[src/rtl/mem_arb_pkg.sv]
`default_nettype none
// ============================================================================
// Module   : mem_arb_pkg
// Purpose  : Shared types, constants and byte-array helpers for mem_arbiter.
//            The memory side uses a 4x8 byte array in which byte [0] holds
//            bits 31:24 of the word (big-endian order).
// Revision : 1.0 - initial release
// ============================================================================
package mem_arb_pkg;

  typedef enum logic [1:0] {
    IDLE   = 2'd0,
    ACCESS = 2'd1,
    RESP   = 2'd2
  } arb_state_t;

  localparam int NUM_REQ    = 2;
  localparam int REQ_CORE   = 0;
  localparam int REQ_LOADER = 1;

  // Element [0] is the leftmost, most significant byte of the packed array.
  typedef logic [0:3][7:0] mem_bytes_t;

  function automatic logic [31:0] pack_bytes(input mem_bytes_t b);
    return {b[0], b[1], b[2], b[3]};
  endfunction

  function automatic mem_bytes_t unpack_bytes(input logic [31:0] w);
    mem_bytes_t b;
    b[0] = w[31:24];
    b[1] = w[23:16];
    b[2] = w[15:8];
    b[3] = w[7:0];
    return b;
  endfunction

endpackage
`default_nettype wire

[src/rtl/mem_arbiter_if.sv]
`default_nettype none
// ============================================================================
// Module   : mem_arbiter_if
// Purpose  : Bundles the requester handshake (req/we/addr/wdata in,
//            gnt/rvalid/rdata/busy out) and the memory port
//            (mem_addr/mem_data_in/mem_write_en out, mem_data_out in).
//   master : the environment - both requesters plus the memory itself
//   slave  : the arbiter
// Revision : 1.0 - initial release
// ============================================================================
interface mem_arbiter_if
  import mem_arb_pkg::*;
#(
  parameter int ADDR_W = 32
) ();

  logic [NUM_REQ-1:0] req;
  logic [NUM_REQ-1:0] we;
  logic [ADDR_W-1:0]  addr_0;
  logic [ADDR_W-1:0]  addr_1;
  logic [31:0]        wdata_0;
  logic [31:0]        wdata_1;
  logic [NUM_REQ-1:0] gnt;
  logic [NUM_REQ-1:0] rvalid;
  logic [31:0]        rdata;
  logic               busy;

  logic [ADDR_W-1:0]  mem_addr;
  mem_bytes_t         mem_data_in;
  logic               mem_write_en;
  mem_bytes_t         mem_data_out;

  modport master (
    output req, we, addr_0, addr_1, wdata_0, wdata_1, mem_data_out,
    input  gnt, rvalid, rdata, busy, mem_addr, mem_data_in, mem_write_en
  );

  modport slave (
    input  req, we, addr_0, addr_1, wdata_0, wdata_1, mem_data_out,
    output gnt, rvalid, rdata, busy, mem_addr, mem_data_in, mem_write_en
  );

endinterface
`default_nettype wire

[src/rtl/rr_pick2.sv]
`default_nettype none
// ============================================================================
// Module   : rr_pick2
// Purpose  : Two-way round-robin pick, purely combinational.
//   ereq        in  2  effective requests
//   last_winner in  1  requester that won the previous arbitration
//   valid       out 1  at least one request present
//   winner      out 1  index of the winning requester
// Revision : 1.0 - initial release
// ============================================================================
module rr_pick2 (
  input  logic [1:0] ereq,
  input  logic       last_winner,
  output logic       valid,
  output logic       winner
);

  assign valid = |ereq;

  // With a single request, winner is simply that bit's index (ereq[1]);
  // on contention the requester that did not win last time goes first.
  assign winner = (&ereq) ? ~last_winner : ereq[1];

endmodule
`default_nettype wire

[src/rtl/mem_arbiter.sv]
`default_nettype none
// ============================================================================
// Module   : mem_arbiter
// Purpose  : Shares one data-memory port between the core (requester 0)
//            and the loader/debug port (requester 1). One access in flight.
//   clk    in  1   clock
//   rst_b  in  1   asynchronous active-low reset
//   halted in  1   core halted, masks requester 0
//   bus    slave   requester handshake + memory port (mem_arbiter_if)
// Revision : 1.0 - initial release
// ============================================================================
module mem_arbiter
  import mem_arb_pkg::*;
#(
  parameter int MEM_LATENCY = 1,
  parameter int ADDR_W      = 32
) (
  input  logic          clk,
  input  logic          rst_b,
  input  logic          halted,
  mem_arbiter_if.slave  bus
);

  localparam int                CNT_W    = (MEM_LATENCY > 1) ? $clog2(MEM_LATENCY) : 1;
  localparam logic [CNT_W-1:0]  CNT_INIT = CNT_W'(MEM_LATENCY - 1);

  arb_state_t          r_state;
  arb_state_t          w_state_next;

  logic [NUM_REQ-1:0]  w_ereq;
  logic                w_pick_valid;
  logic                w_pick_winner;
  logic                w_grant;

  logic                r_last_winner;
  logic                r_winner;
  logic                r_we;
  logic [ADDR_W-1:0]   r_addr;
  logic [31:0]         r_wdata;
  logic [CNT_W-1:0]    r_cnt;
  logic [31:0]         r_rdata;

  assign w_ereq = {bus.req[REQ_LOADER], bus.req[REQ_CORE] & ~halted};

  rr_pick2 u_pick (
    .ereq        (w_ereq),
    .last_winner (r_last_winner),
    .valid       (w_pick_valid),
    .winner      (w_pick_winner)
  );

  always_ff @(posedge clk or negedge rst_b) begin
    if (!rst_b) begin
      r_state <= IDLE;
    end else begin
      r_state <= w_state_next;
    end
  end

  always_comb begin
    w_state_next     = r_state;
    w_grant          = 1'b0;
    bus.gnt          = '0;
    bus.rvalid       = '0;
    bus.mem_write_en = 1'b0;
    case (r_state)
      IDLE: begin
        if (w_pick_valid) begin
          w_grant                = 1'b1;
          bus.gnt[w_pick_winner] = 1'b1;
          w_state_next           = ACCESS;
        end
      end
      ACCESS: begin
        // The counter still holds its load value only in the first ACCESS
        // cycle, so this yields exactly one strobe per write.
        bus.mem_write_en = r_we && (r_cnt == CNT_INIT);
        if (r_cnt == '0) begin
          w_state_next = RESP;
        end
      end
      RESP: begin
        bus.rvalid[r_winner] = 1'b1;
        w_state_next         = IDLE;
      end
      default: begin
        w_state_next = IDLE;
      end
    endcase
  end

  always_ff @(posedge clk or negedge rst_b) begin
    if (!rst_b) begin
      r_last_winner <= 1'b1;
      r_winner      <= 1'b0;
      r_we          <= 1'b0;
      r_addr        <= '0;
      r_wdata       <= '0;
      r_cnt         <= '0;
      r_rdata       <= '0;
    end else begin
      if (w_grant) begin
        r_winner      <= w_pick_winner;
        r_last_winner <= w_pick_winner;
        r_we          <= bus.we[w_pick_winner];
        r_addr        <= w_pick_winner ? bus.addr_1 : bus.addr_0;
        r_wdata       <= w_pick_winner ? bus.wdata_1 : bus.wdata_0;
        r_cnt         <= CNT_INIT;
      end else if ((r_state == ACCESS) && (r_cnt != '0)) begin
        r_cnt <= r_cnt - CNT_W'(1);
      end
      // Writes leave the previous read data in place.
      if ((r_state == ACCESS) && (r_cnt == '0) && !r_we) begin
        r_rdata <= pack_bytes(bus.mem_data_out);
      end
    end
  end

  // Address and write data are registered at grant time, so outside ACCESS
  // the memory port naturally keeps showing the last access.
  assign bus.mem_addr    = r_addr;
  assign bus.mem_data_in = unpack_bytes(r_wdata);
  assign bus.rdata       = r_rdata;
  assign bus.busy        = (r_state != IDLE);

endmodule
`default_nettype wire

[src/flat_wrapper.sv]
// flat-port wrapper written by rule: the top's interface ports become plain ports
module mem_arbiter_flat import mem_arb_pkg::*;
#(
  parameter int MEM_LATENCY = 1,
  parameter int ADDR_W      = 32
)
  (clk, rst_b, halted, bus_req, bus_we, bus_addr_0, bus_addr_1, bus_wdata_0, bus_wdata_1, bus_mem_data_out, bus_gnt, bus_rvalid, bus_rdata, bus_busy, bus_mem_addr, bus_mem_data_in, bus_mem_write_en);
  mem_arbiter_if #(.ADDR_W(ADDR_W)) bus_i ();
  input  logic clk;
  input  logic rst_b;
  input  logic halted;
  input wire logic [$bits(bus_i.req)-1:0] bus_req;
  input wire logic [$bits(bus_i.we)-1:0] bus_we;
  input wire logic [$bits(bus_i.addr_0)-1:0] bus_addr_0;
  input wire logic [$bits(bus_i.addr_1)-1:0] bus_addr_1;
  input wire logic [$bits(bus_i.wdata_0)-1:0] bus_wdata_0;
  input wire logic [$bits(bus_i.wdata_1)-1:0] bus_wdata_1;
  input wire logic [$bits(bus_i.mem_data_out)-1:0] bus_mem_data_out;
  output wire logic [$bits(bus_i.gnt)-1:0] bus_gnt;
  output wire logic [$bits(bus_i.rvalid)-1:0] bus_rvalid;
  output wire logic [$bits(bus_i.rdata)-1:0] bus_rdata;
  output wire logic [$bits(bus_i.busy)-1:0] bus_busy;
  output wire logic [$bits(bus_i.mem_addr)-1:0] bus_mem_addr;
  output wire logic [$bits(bus_i.mem_data_in)-1:0] bus_mem_data_in;
  output wire logic [$bits(bus_i.mem_write_en)-1:0] bus_mem_write_en;
  assign bus_i.req = bus_req;
  assign bus_i.we = bus_we;
  assign bus_i.addr_0 = bus_addr_0;
  assign bus_i.addr_1 = bus_addr_1;
  assign bus_i.wdata_0 = bus_wdata_0;
  assign bus_i.wdata_1 = bus_wdata_1;
  assign bus_i.mem_data_out = bus_mem_data_out;
  assign bus_gnt = bus_i.gnt;
  assign bus_rvalid = bus_i.rvalid;
  assign bus_rdata = bus_i.rdata;
  assign bus_busy = bus_i.busy;
  assign bus_mem_addr = bus_i.mem_addr;
  assign bus_mem_data_in = bus_i.mem_data_in;
  assign bus_mem_write_en = bus_i.mem_write_en;
  mem_arbiter #(.MEM_LATENCY(MEM_LATENCY), .ADDR_W(ADDR_W)) u_core (.clk(clk), .rst_b(rst_b), .halted(halted), .bus(bus_i));
endmodule
[config.mk]
export PLATFORM = sky130hd
export DESIGN_NAME = mem_arbiter_flat
export DESIGN_NICKNAME = d
export VERILOG_FILES = /design/src/rtl/mem_arb_pkg.sv /design/src/rtl/mem_arbiter_if.sv /design/src/rtl/rr_pick2.sv /design/src/rtl/mem_arbiter.sv /design/src/flat_wrapper.sv
export SDC_FILE = /design/constraint.sdc
export NUM_CORES = 1
export LEC_CHECK = 0
export CORE_ASPECT_RATIO = 2
export CORE_MARGIN = 2
export CORE_UTILIZATION = 38
export CTS_BUF_LIST = sky130_fd_sc_hd__clkbuf_16
export DETAILED_ROUTE_END_ITERATION = 12
export GPL_TIMING_DRIVEN = 0
export PLACE_DENSITY = 0.85
export SKIP_LAST_GASP = 1
export SYNTH_ARGS = -nofsm -noshare
export SYNTH_HDL_FRONTEND = slang
export SYNTH_SLANG_ARGS = --single-unit
[constraint.sdc]
create_clock -name clk -period 2.2 [get_ports clk]
set_input_delay 0.33 -clock clk [delete_from_list [all_inputs] [get_ports clk]]
set_output_delay 0.33 -clock clk [all_outputs]
set_load 0.05 [all_outputs]
==> results.sh, run 1 <==
export IMPL_crit_buf_inv=3
export IMPL_synth_cells=356
export IMPL_antenna_found_initial=0
export IMPL_worst_slack_ns=0.0674
export IMPL_critPathLaunchType="input port"
export IMPL_powerDensity_nw_per_um2=1630
export IMPL_required_ns=1.87
export IMPL_end_kind="primary output"
export IMPL_nets=803
export IMPL_finalHoldViolations=0
export IMPL_ios=269
export IMPL_max_vdd_ir_drop_v=0.00104
export IMPL_stdcell_area_um2=7730
export IMPL_cts_buffers=9
export IMPL_initial_utilization=0.391
export IMPL_worstReg2RegEnd="u_core.bus.mem_addr[29]"
export IMPL_reg2reg_from="u_core.r_state[0]"
export IMPL_drt_iter0_drc=212
export IMPL_reg2reg_setup_slack_ns=0.37
export IMPL_synth_net_count=523
export IMPL_core_area_um2=11700
export IMPL_yosys_area_top_type="dfrtp_1"
export IMPL_outcome="completed"
export IMPL_cp_max_fo=10
export IMPL_critPathArrivalTime_ns=1.80
export IMPL_n_antenna_cell=0
export IMPL_whs_ns=0.0626
export IMPL_slew_viol_final=0
export IMPL_synth_distinct_cells=29
export IMPL_place_ws_ns=-0.800
export IMPL_worstMarginPinSlew_ns=0.781
export IMPL_final_common_cell="clkdlybuf4s50_1"
export IMPL_final_cell_mix="clkdlybuf4s50_1 (260), dfrtp_1 (101), and3_1 (50), a221o_1 (49), mux2_1 (30)"
export IMPL_hold_path_class="in2async"
export IMPL_root_buffer="clkbuf_16"
export IMPL_critPathKind="in2out"
export IMPL_synth_warnings=0
export IMPL_crit_family="buffers and inverters"
export IMPL_ctsLongestPathBuffers=2
export IMPL_rsz0062_at_grt="true"
export IMPL_grt_overflow=0
export IMPL_cts_clk_slew_worst_paths_ns=0.08
export IMPL_power_leakage_nw=3.40
export IMPL_rows=56
export IMPL_avgViaCountPerCell=5.49
export IMPL_yosysTopAreaCellShare=0.553
export IMPL_p_total_mw=12.6
export IMPL_yosysSeqAreaShare=0.559
export IMPL_wl_um=15700
export IMPL_place_area_um2=7440
export IMPL_setup_viol=0
export IMPL_ant_nets=0
export IMPL_remaining_drc_errors=0
export IMPL_clkLatencyLatePin_ns=0.34
export IMPL_placed_cells=769
export IMPL_cts_num_sinks=102
export IMPL_ys_ff_latch=102
export IMPL_crit_slowest_cell="clkdlybuf4s50_1"
export IMPL_dp_hpwl_um=12300
export IMPL_avgSynthCellArea_um2=12.8
export IMPL_period_minus_slack_ns=2.13
export IMPL_cpPeakStageDelay_ns=0.55
export IMPL_final_cell_count_no_fill=786
export IMPL_yosys_top_cells_area="dfrtp_1 (55%), a221o_1 (11%), mux2_1 (7.4%), and3_1 (6.8%), o221ai_1 (3.1%)"
export IMPL_fmax_ghz=0.469
export IMPL_die_w_um=81.5
export IMPL_area_growth_synth_to_final_pct=69.2
export IMPL_wl_per_cell_um=20.0
export IMPL_reg2reg_depth=5
export IMPL_skew_ns=0.0112
export IMPL_relSlewSlack=0.479
export IMPL_grt_pass1_wl_um=24300
export IMPL_cts_tree="built"
export IMPL_cp_cell_sequence="clkdlybuf4s50_1, nor4b_4, clkbuf_4, and2_1, buf_2"
export IMPL_drive_above_1_share=0.0889
export IMPL_grt_usage=0.243
export IMPL_first_pass_iters=4
export IMPL_max_cap_violations=0
export IMPL_hold_buffers=0
export IMPL_grt_pass1_vias=4773
export IMPL_fin_crit_sh=0.969
export IMPL_grt_max_degree=63
export IMPL_io_buffers=267
export IMPL_gp_congestion=0.876
export IMPL_design_die_area_um2=13000
export IMPL_h_tree_depth=3
export IMPL_via_count=4313
export IMPL_netlist_area_um2=4570
export IMPL_fp_dieH_um=159
==> worst reg2reg max path, delay by kind of cell, from the launching register on <==
| kind | cells | cell delay [ns] |
|---|---|---|
| buf+inv | 2 | 0.57 |
| compound gates | 2 | 0.53 |
| simple gates | 1 | 0.17 |
| flops | 1 | 0.45 |
==> layer usage <==
layer / up-vias / part of all wire / global-route usage
li1: 1944 / - / -
met1: 2117 / 0.35 / 0.259
met2: 208 / 0.56 / 0.444
met3: 44 / 0.059 / 0.0442
met4: 0 / 0.039 / 0.107
met5: - / 0 / 0
==> logic make-up after synthesis <==
group / count (synthesis) / share of synthesized area
AOI/OAI and AO/OA: 102 / 0.203
buffers and inverters: 40 / 0.0496
DFF: 102 / 0.559
muxes: 32 / 0.0789
and+or+nand+nor: 80 / 0.110
==> area by class of cell <==
class / instances / area, um^2
multi-input cells: 214 / 1790
well taps: 145 / 181
flip-flops and latches: 102 / 2550
clock inverters: 7 / 56.3
inverters: 2 / 7.51
plain buffers: 37 / 219
clock buffers: 9 / 225
fillers: 909 / 3970
repair buffers: 270 / 2700
==> cell usage after synthesis <==
cell        n
nand2_1    16
nor2_1      2
and3b_1     2
nor3_2      1
nand2b_1    2
o21ai_2     1
o21ai_0     1
o21a_1      1
o22a_1     16
dfrtp_1   101
nor2b_1     1
mux2_2      2
buf_2      13
o221ai_1   16
dfstp_2     1
a221o_1    49
mux2_1     30
inv_1       2
buf_6       6
nor3b_1     1
nor4b_4     1
and3_1     50
a21o_1      2
nand3b_4    1
a21boi_0   16
and3_4      1
and2_1      2
buf_4       4
clkbuf_1   15
==> per-stage QoR <==
step,util,setup TNS (ns)
CTS,0.661,-0.139
finish,0.661,0
global placement,0.634,-284.18
detailed placement,0.636,-1.37
global route,0.661,-0.00892
floorplan,-,0
==> flip-flops by register name, summed over array words and instances (netlist names) <==
register                flops
u_core.r_cnt                1
u_core.r_last_winner        1
u_core.r_we                 1
u_core.bus.mem_data_in     32
u_core.bus.mem_addr        32
u_core.r_winner             1
u_core.bus.rdata           32
u_core.r_state              2
==> power breakdown <==
group / total [mW] / switching, mW / internal [mW]
logic: 7.71 / 4.84 / 2.87
clock network: 1.52 / 0.739 / 0.785
registers: 3.38 / 0.571 / 2.81
==> worst max path at each step <==
| stage | start | end | depth (start not counted) |
|---|---|---|---|
| global placement | rst_b | u_core.bus.mem_addr[11] | 1 |
| CTS | u_core.r_last_winner | bus_gnt[0] | 4 |
| finish | bus_req[0] | bus_gnt[0] | 5 |
| detailed placement | bus_req[0] | bus_gnt[0] | 5 |
| global route | bus_req[0] | bus_gnt[0] | 5 |
| floorplan | u_core.r_state[0] | bus_rvalid[0] | 1 |
==> what timing repair did <==
| action | in CTS | in global routing |
|---|---|---|
| endpoints found under the setup margin | 4 | 6 |
| resized for setup | 15 | 9 |
| setup buffers | 1 | 1 |
Note: power is estimated with default switching activity, not from simulation.
==> run 2: changes to the inputs <==
GPL_ROUTABILITY_DRIVEN = 0   (was unset)
==> results of run 2 <==
Final layout, timing and power as in run 1 (identical DEF).
